## config.mk

```make
export PLATFORM = sky130hd
export DESIGN_NAME = output_write_scheduler
export DESIGN_NICKNAME = d
export VERILOG_FILES = /design/src/rtl/output_write_scheduler_pkg.sv /design/src/rtl/output_write_scheduler_sync_fifo.sv /design/src/rtl/output_write_scheduler.sv
export SDC_FILE = /design/constraint.sdc
export NUM_CORES = 1
export LEC_CHECK = 0
export CAP_MARGIN = 20
export CORE_ASPECT_RATIO = 0.8
export CORE_MARGIN = 3
export CORE_UTILIZATION = 55
export CTS_CLUSTER_DIAMETER = 60
export DETAILED_ROUTE_END_ITERATION = 8
export DONT_BUFFER_PORTS = 1
export PLACE_DENSITY_LB_ADDON = 0.25
export SLEW_MARGIN = 20
export SYNTH_ARGS = -nofsm -noshare
export SYNTH_HDL_FRONTEND = slang
export SYNTH_SLANG_ARGS = --single-unit
```

## constraint.sdc

```tcl
create_clock -name clk -period 3.2 [get_ports clk]
set_input_delay 0.64 -clock clk [delete_from_list [all_inputs] [get_ports clk]]
set_output_delay 0.64 -clock clk [all_outputs]
set_load 0.05 [all_outputs]
```

## src/rtl/output_write_scheduler_pkg.sv

```systemverilog
// Shared types and constants for the output write scheduler.
// Holds the FSM state encoding and the default widths/base address.
package output_write_scheduler_pkg;

  localparam int OWS_DATA_W = 16;
  localparam int OWS_ADDR_W = 12;

  localparam logic [OWS_ADDR_W-1:0] RUN_BASE_ADDR = 12'h000;

  typedef enum logic [1:0] {
    ST_IDLE  = 2'd0,
    ST_RUN   = 2'd1,
    ST_DRAIN = 2'd2,
    ST_DONE  = 2'd3
  } state_t;

endpackage

```

## src/rtl/output_write_scheduler_sync_fifo.sv

```systemverilog
// Small synchronous FIFO with wrap-bit pointers; count ranges 0..DEPTH.
// Push into a full FIFO and pop from an empty FIFO are ignored.
module output_write_scheduler_sync_fifo #(
  parameter int DATA_W = 16,
  parameter int DEPTH  = 4
) (
  input  logic                     clk,
  input  logic                     reset_b,
  input  logic                     push,
  input  logic [DATA_W-1:0]        push_data,
  input  logic                     pop,
  output logic [DATA_W-1:0]        pop_data,
  output logic                     full,
  output logic                     empty,
  output logic [$clog2(DEPTH):0]   count
);

  localparam int AW = $clog2(DEPTH);

  logic [DATA_W-1:0] mem [DEPTH];
  logic [AW:0]       wr_ptr;
  logic [AW:0]       rd_ptr;
  logic              do_push;
  logic              do_pop;

  assign empty    = (wr_ptr == rd_ptr);
  assign full     = (wr_ptr[AW] != rd_ptr[AW]) && (wr_ptr[AW-1:0] == rd_ptr[AW-1:0]);
  assign count    = wr_ptr - rd_ptr;
  assign do_push  = push && !full;
  assign do_pop   = pop && !empty;
  assign pop_data = mem[rd_ptr[AW-1:0]];

  always_ff @(posedge clk or negedge reset_b) begin
    if (!reset_b) begin
      wr_ptr <= '0;
      rd_ptr <= '0;
    end else begin
      if (do_push) wr_ptr <= wr_ptr + (AW+1)'(1);
      if (do_pop)  rd_ptr <= rd_ptr + (AW+1)'(1);
    end
  end

  // Storage carries data only, so it is not reset
  always_ff @(posedge clk) begin
    if (do_push) mem[wr_ptr[AW-1:0]] <= push_data;
  end

endmodule

```

## src/rtl/output_write_scheduler.sv

```systemverilog
// Buffers convolution results and writes them to the output SRAM port
// at consecutive addresses whenever the port is granted; pulses done after draining.
module output_write_scheduler
  import output_write_scheduler_pkg::*;
#(
  parameter int DATA_W = OWS_DATA_W,
  parameter int ADDR_W = OWS_ADDR_W,
  parameter int DEPTH  = 4
) (
  input  logic              clk,
  input  logic              reset_b,
  input  logic              start,
  input  logic [ADDR_W-1:0] base_addr,
  input  logic              res_valid,
  input  logic [DATA_W-1:0] res_data,
  output logic              res_ready,
  input  logic              run_end,
  input  logic              sram_grant,
  output logic              dut_sram_write_enable,
  output logic [ADDR_W-1:0] dut_sram_write_address,
  output logic [DATA_W-1:0] dut_sram_write_data,
  output logic [ADDR_W-1:0] wr_count,
  output logic              busy,
  output logic              done,
  output logic              addr_wrap
);

  localparam int CW = $clog2(DEPTH) + 1;

  state_t            state;
  state_t            state_next;
  logic              push;
  logic              pop;
  logic              run_active;
  logic              fifo_full;
  logic              fifo_empty;
  logic [CW-1:0]     fifo_count;
  logic [CW-1:0]     count_next;
  logic [DATA_W-1:0] fifo_head;
  logic [ADDR_W-1:0] next_addr;

  assign run_active = (state == ST_RUN) || (state == ST_DRAIN);
  assign push       = res_valid && res_ready && !fifo_full;
  assign pop        = !fifo_empty && sram_grant && run_active;
  assign count_next = fifo_count + CW'(push) - CW'(pop);

  assign busy = (state != ST_IDLE);
  assign done = (state == ST_DONE);

  output_write_scheduler_sync_fifo #(
    .DATA_W (DATA_W),
    .DEPTH  (DEPTH)
  ) u_fifo (
    .clk       (clk),
    .reset_b   (reset_b),
    .push      (push),
    .push_data (res_data),
    .pop       (pop),
    .pop_data  (fifo_head),
    .full      (fifo_full),
    .empty     (fifo_empty),
    .count     (fifo_count)
  );

  always_comb begin
    state_next = state;
    case (state)
      ST_IDLE:  if (start)      state_next = ST_RUN;
      ST_RUN:   if (run_end)    state_next = ST_DRAIN;
      ST_DRAIN: if (fifo_empty) state_next = ST_DONE;
      ST_DONE:                  state_next = ST_IDLE;
      default:                  state_next = ST_IDLE;
    endcase
  end

  always_ff @(posedge clk or negedge reset_b) begin
    if (!reset_b) state <= ST_IDLE;
    else          state <= state_next;
  end

  // Ready looks at the post-edge count, so a same-cycle pop never opens a slot early
  always_ff @(posedge clk or negedge reset_b) begin
    if (!reset_b) res_ready <= 1'b0;
    else          res_ready <= (state_next == ST_RUN) && (count_next < CW'(DEPTH));
  end

  // Write stage: FIFO head -> registered SRAM write port
  always_ff @(posedge clk or negedge reset_b) begin
    if (!reset_b) begin
      dut_sram_write_enable  <= 1'b0;
      dut_sram_write_address <= '0;
      dut_sram_write_data    <= '0;
      next_addr              <= ADDR_W'(RUN_BASE_ADDR);
      wr_count               <= '0;
      addr_wrap              <= 1'b0;
    end else begin
      dut_sram_write_enable <= pop;
      if ((state == ST_IDLE) && start) begin
        next_addr <= base_addr;
        wr_count  <= '0;
        addr_wrap <= 1'b0;
      end else if (pop) begin
        dut_sram_write_address <= next_addr;
        dut_sram_write_data    <= fifo_head;
        next_addr              <= next_addr + ADDR_W'(1);
        wr_count               <= wr_count + ADDR_W'(1);
        if (&next_addr) addr_wrap <= 1'b1;
      end
    end
  end

endmodule
```

==> results.md <==
Run status:
- The flow ran to the end, and the final reports show no timing, DRC or antenna violations.

Timing:
- The final number of max-transition violations is 0.
- Setup repair after global routing left no endpoint under its margin.
- Of the available clock period, the critical path in the final layout requires 92.2%.
- The maximum operating frequency is 339 MHz.
- The count of final hold-check violations is 0.
- The aggregate negative setup slack is 0 ns.
- Across all hold checks on the routed design, the worst slack comes to 0.0954 ns.
- Headroom to the max-slew limit came out at 43.1%.
- On the final layout, the worst clock skew is 0.00749 ns.
- The worst path setup slack after routing is 0.248 ns.
- The transition at the pin with the smallest max-transition slack is 0.854 ns.
- The clock period minus final worst setup slack is 2.95 ns.
- The total of endpoints with negative setup slack in the final report is 0.

Drt:
- In this run the top signal layer used is met4.
- The count of nets left with antenna violations once routing finished came out at 0.
- The number of DRC markers after the initial detailed-route iteration is 205.
- The total met3 wirelength after detailed routing is 627 µm.
- After detailed routing, the total wire length is 9730 µm.
- In the final routing, the length of wire on met1 measures 4430 µm.
- The routed layout has 3009 vias.
- For this run, the detailed router's first-pass iteration total came to 4.
- The wire length per cell is 19.5 µm.
- Using the TritonRoute via totals, the vias-per-cell ratio works out to 6.02.
- The DRC violations left is 0.
- In the detailed route, the total length drawn on met2 is 4550 µm.

Layout:
- The area added between synthesis and finish is 14.6%.
- The diode insertion count for antenna repair is 0.
- The share of layout cells above drive strength 1 is 21.8%.
- The final net count is 420.
- After filler insertion, the fill cell instance count of the layout stands at 640.
- The finished layout holds 500 standard cells, fillers aside.
- At the end of the flow the core is filled with cells to 66.5%.
- Summing all non-filler instances in the final layout gives an area of 0.00619 mm².

CTS:
- The post-cts sizing count is 0.
- TritonCTS built the clock tree.
- The clock tree root buffer cell is sky130_fd_sc_hd__clkbuf_16.
- In this run, CTS created clock tree buffers numbering 17.
- The clock net in this run drives a total of 127 sinks.
- The worst-case clock buffer depth is 2.
- The latest clock arrival within the worst-skew pair is 0.41 ns.
- The clock edge transition at the registers on the reported setup and hold paths is 0.05 ns.
- The number of H-tree branching levels is 4.
- The number of setup buffers added after CTS is 0.

Global route:
- The global-route usage over all layers is 19.0%.
- Entering global routing, the biggest net connects 64 pins.
- The total overflow left after global routing is 0.
- The number of antenna violations at the first check in global routing is 0.
- The first global-routing pass estimated 15600 µm of wire.
- The number of global-route vias before repair is 3064.

Synthesis:
- Counting every net in the synthesized netlist gives 408.
- Each instance of the synthesized netlist takes up on average 15.0 µm².
- In the synthesized netlist the async set-or-reset flop fraction comes to 49.6%.
- The sequential cell area fraction in the yosys report is 64.8%.
- Synthesis inferred 127 register bits.
- The library cell occupying the most area in the post-synthesis netlist is sky130_fd_sc_hd__edfxtp_1.
- Synthesis produced 360 cells.
- The top cell type's share of synthesized area is 35.6%.
- Ranked by total cell area, the synthesized netlist is headed by sky130_fd_sc_hd__edfxtp_1 36%, sky130_fd_sc_hd__dfrtp_1 29%, sky130_fd_sc_hd__mux4_2 6.3%, sky130_fd_sc_hd__mux2_2 5.4%, sky130_fd_sc_hd__ha_1 2.8%.
- The total number of yosys warnings is 0.
- Yosys mapped a number of flops with a built-in enable equal to 64.
- The cell area that synthesis handed to floorplanning was 0.00540 mm².
- The number of distinct standard cells referenced by the synthesized netlist is 42.
- In the synthesized netlist the dominant register cell turns out to be sky130_fd_sc_hd__edfxtp_1.

Worst setup path:
- The reg-to-reg critical path startpoint is state[0].
- The critical path class is flop to flop.
- The setup slack of the worst register-to-register path is 0.25 ns.
- The critical path data required time is 3.47 ns.
- STA classifies the critical path startpoint as a flop.
- For the worst setup path, the data arrival time is 3.22 ns.
- The maximum fanout along the worst path is 5.
- The type of destination of the critical path is a flop.
- The endpoint of the worst register-to-register path is res_ready.
- Counting cells, the worst reg-to-reg path comes to 11.

Pwr:
- The design draws 6.89 mW.
- In this run the static leakage power is 2.31 nW.
- The power density over cell area is 1110 mW/mm².
- The worst-case IR drop observed on VDD is 0.548 mV.

Die:
- 79 I/O pins were placed.
- The effective utilization at floorplan is 58.0%.
- The overall die height is 94.6 µm.
- The floorplan step defined a die boundary enclosing 0.0110 mm².
- After floorplanning, the core was sized to cover 0.00931 mm².
- The x dimension of the die is 117 µm.
- The number of cell rows is 31.

Placement:
- Summing all placed instances gives a cell area of 0.00553 mm².
- The HPWL reported at the end of detailed placement is 6230 µm.
- The final weighted congestion in routability-driven placement is 0.779.
- The count of buffers added on input and output ports is 0.
- The worst setup timing slack at the placement stage is 0.198 ns.
- The total placed cells including tap cells is 467.

Worst hold path:
- The min-delay analysis places its worst path in the category input port to asynchronous set/reset pin.

Job:
- The number of max-cap violations is 0.
==> worst max path at each step <==
stage | from | to | slack (ns) | cells after the start
2_1_floorplan | state[0] | res_ready | 0.11 | 13
3_3_place_gp | state[0] | res_ready | 0.36 | 11
3_5_place_dp | state[0] | res_ready | 0.20 | 11
4_1_cts | state[0] | res_ready | 0.25 | 11
5_1_grt | state[0] | res_ready | 0.17 | 11
6_report | state[0] | res_ready | 0.25 | 11
==> repair_timing <==
action | 4_1_cts | 5_1_grt
endpoints found under the setup margin | 0 | 0
endpoints found under the hold margin | 63 | 0
hold buffers | 1 | 0
==> logic make-up (layout without fill, tap and decap cells) <==
family | count (synthesis) | after routing | synth area share [%]
compound gates | 52 | 52 | 6.40
xor+xnor | 13 | 13 | 2.25
simple gates | 82 | 82 | 8.02
flops | 127 | 127 | 64.8
buf+inv | 28 | 53 | 2.43
fa+ha+maj | 14 | 14 | 3.52
mux | 44 | 44 | 12.6
==> worst max-delay path, stage by stage (launching register included) <==
cell,delay [ns]
sky130_fd_sc_hd__dfrtp_1,0.41
sky130_fd_sc_hd__inv_1,0.11
sky130_fd_sc_hd__ha_1,0.29
sky130_fd_sc_hd__nand2_1,0.09
sky130_fd_sc_hd__a31o_4,0.23
sky130_fd_sc_hd__fa_1,0.41
sky130_fd_sc_hd__inv_1,0.08
sky130_fd_sc_hd__fa_1,0.39
sky130_fd_sc_hd__nand3b_1,0.18
sky130_fd_sc_hd__xor2_1,0.16
sky130_fd_sc_hd__xnor2_1,0.12
sky130_fd_sc_hd__a2111oi_0,0.35
==> cell usage after synthesis (2+ instances only) <==
master and count:
sky130_fd_sc_hd__buf_2 6, sky130_fd_sc_hd__inv_1 13, sky130_fd_sc_hd__xnor2_1 9, sky130_fd_sc_hd__fa_1 2
sky130_fd_sc_hd__nor2_1 15, sky130_fd_sc_hd__edfxtp_1 64, sky130_fd_sc_hd__a311oi_1 2, sky130_fd_sc_hd__buf_6 2
sky130_fd_sc_hd__ha_1 12, sky130_fd_sc_hd__o31ai_1 10, sky130_fd_sc_hd__clkbuf_1 4, sky130_fd_sc_hd__o21ai_0 10
sky130_fd_sc_hd__dfrtp_1 63, sky130_fd_sc_hd__mux4_2 15, sky130_fd_sc_hd__mux2_1 2, sky130_fd_sc_hd__mux2_2 26
sky130_fd_sc_hd__nand3_1 11, sky130_fd_sc_hd__xor2_1 3, sky130_fd_sc_hd__and4_1 4, sky130_fd_sc_hd__a31oi_1 13
sky130_fd_sc_hd__and2_1 6, sky130_fd_sc_hd__buf_1 2, sky130_fd_sc_hd__nand3b_1 2, sky130_fd_sc_hd__nor3_1 3
sky130_fd_sc_hd__nand2_1 22, sky130_fd_sc_hd__or4_1 10, sky130_fd_sc_hd__or3_1 5, sky130_fd_sc_hd__a21oi_1 10
==> state kept, by name, summed over array words and instances, names as in the netlist <==
| name | flops |
|---|---|
| u_fifo.wr_ptr | 3 |
| dut_sram_write_address | 12 |
| res_ready | 1 |
| state | 2 |
| dut_sram_write_data | 16 |
| next_addr | 12 |
| wr_count | 12 |
| u_fifo.mem | 64 |
| u_fifo.rd_ptr | 3 |
| dut_sram_write_enable | 1 |
| addr_wrap | 1 |
==> cell type report <==
| class | count | area (µm²) | share of cell area (%) |
|---|---|---|---|
| sequential | 127 | 3500 | 56.6 |
| inverter | 13 | 48.8 | 0.789 |
| clock inverter | 10 | 159 | 2.57 |
| multi-input combinational | 205 | 1770 | 28.6 |
| timing repair buffer | 8 | 92.6 | 1.50 |
| clock buffer | 22 | 474 | 7.67 |
| tap | 115 | 144 | 2.33 |
==> report_power, final <==
group          total, mW  switching (mW)  internal (mW)
registers           3.13            1.02           2.10
logic               1.75           0.933          0.819
clock network       2.01           0.650           1.36
==> cell usage in the layout, fill, tap and decap left out, types with 9 or more instances in the layout <==
cell type and instances:
sky130_fd_sc_hd__or4_1 10, sky130_fd_sc_hd__ha_1 12, sky130_fd_sc_hd__o31ai_1 10, sky130_fd_sc_hd__mux2_2 26, sky130_fd_sc_hd__xnor2_1 9, sky130_fd_sc_hd__a31oi_1 13
sky130_fd_sc_hd__edfxtp_1 64, sky130_fd_sc_hd__nor2_1 15, sky130_fd_sc_hd__clkbuf_16 17, sky130_fd_sc_hd__dfrtp_1 63, sky130_fd_sc_hd__a21oi_1 10, sky130_fd_sc_hd__o21ai_0 10
sky130_fd_sc_hd__nand3_1 11, sky130_fd_sc_hd__mux4_2 15, sky130_fd_sc_hd__nand2_1 22, sky130_fd_sc_hd__inv_1 13
==> routing by layer <==
layer  global-route usage [%]  up-vias
li1                         -     1392
met1                     25.5     1543
met2                     28.5       60
met3                     7.05       14
met4                     7.16        0
met5                        0        -
(Power assumes the default switching activity.)
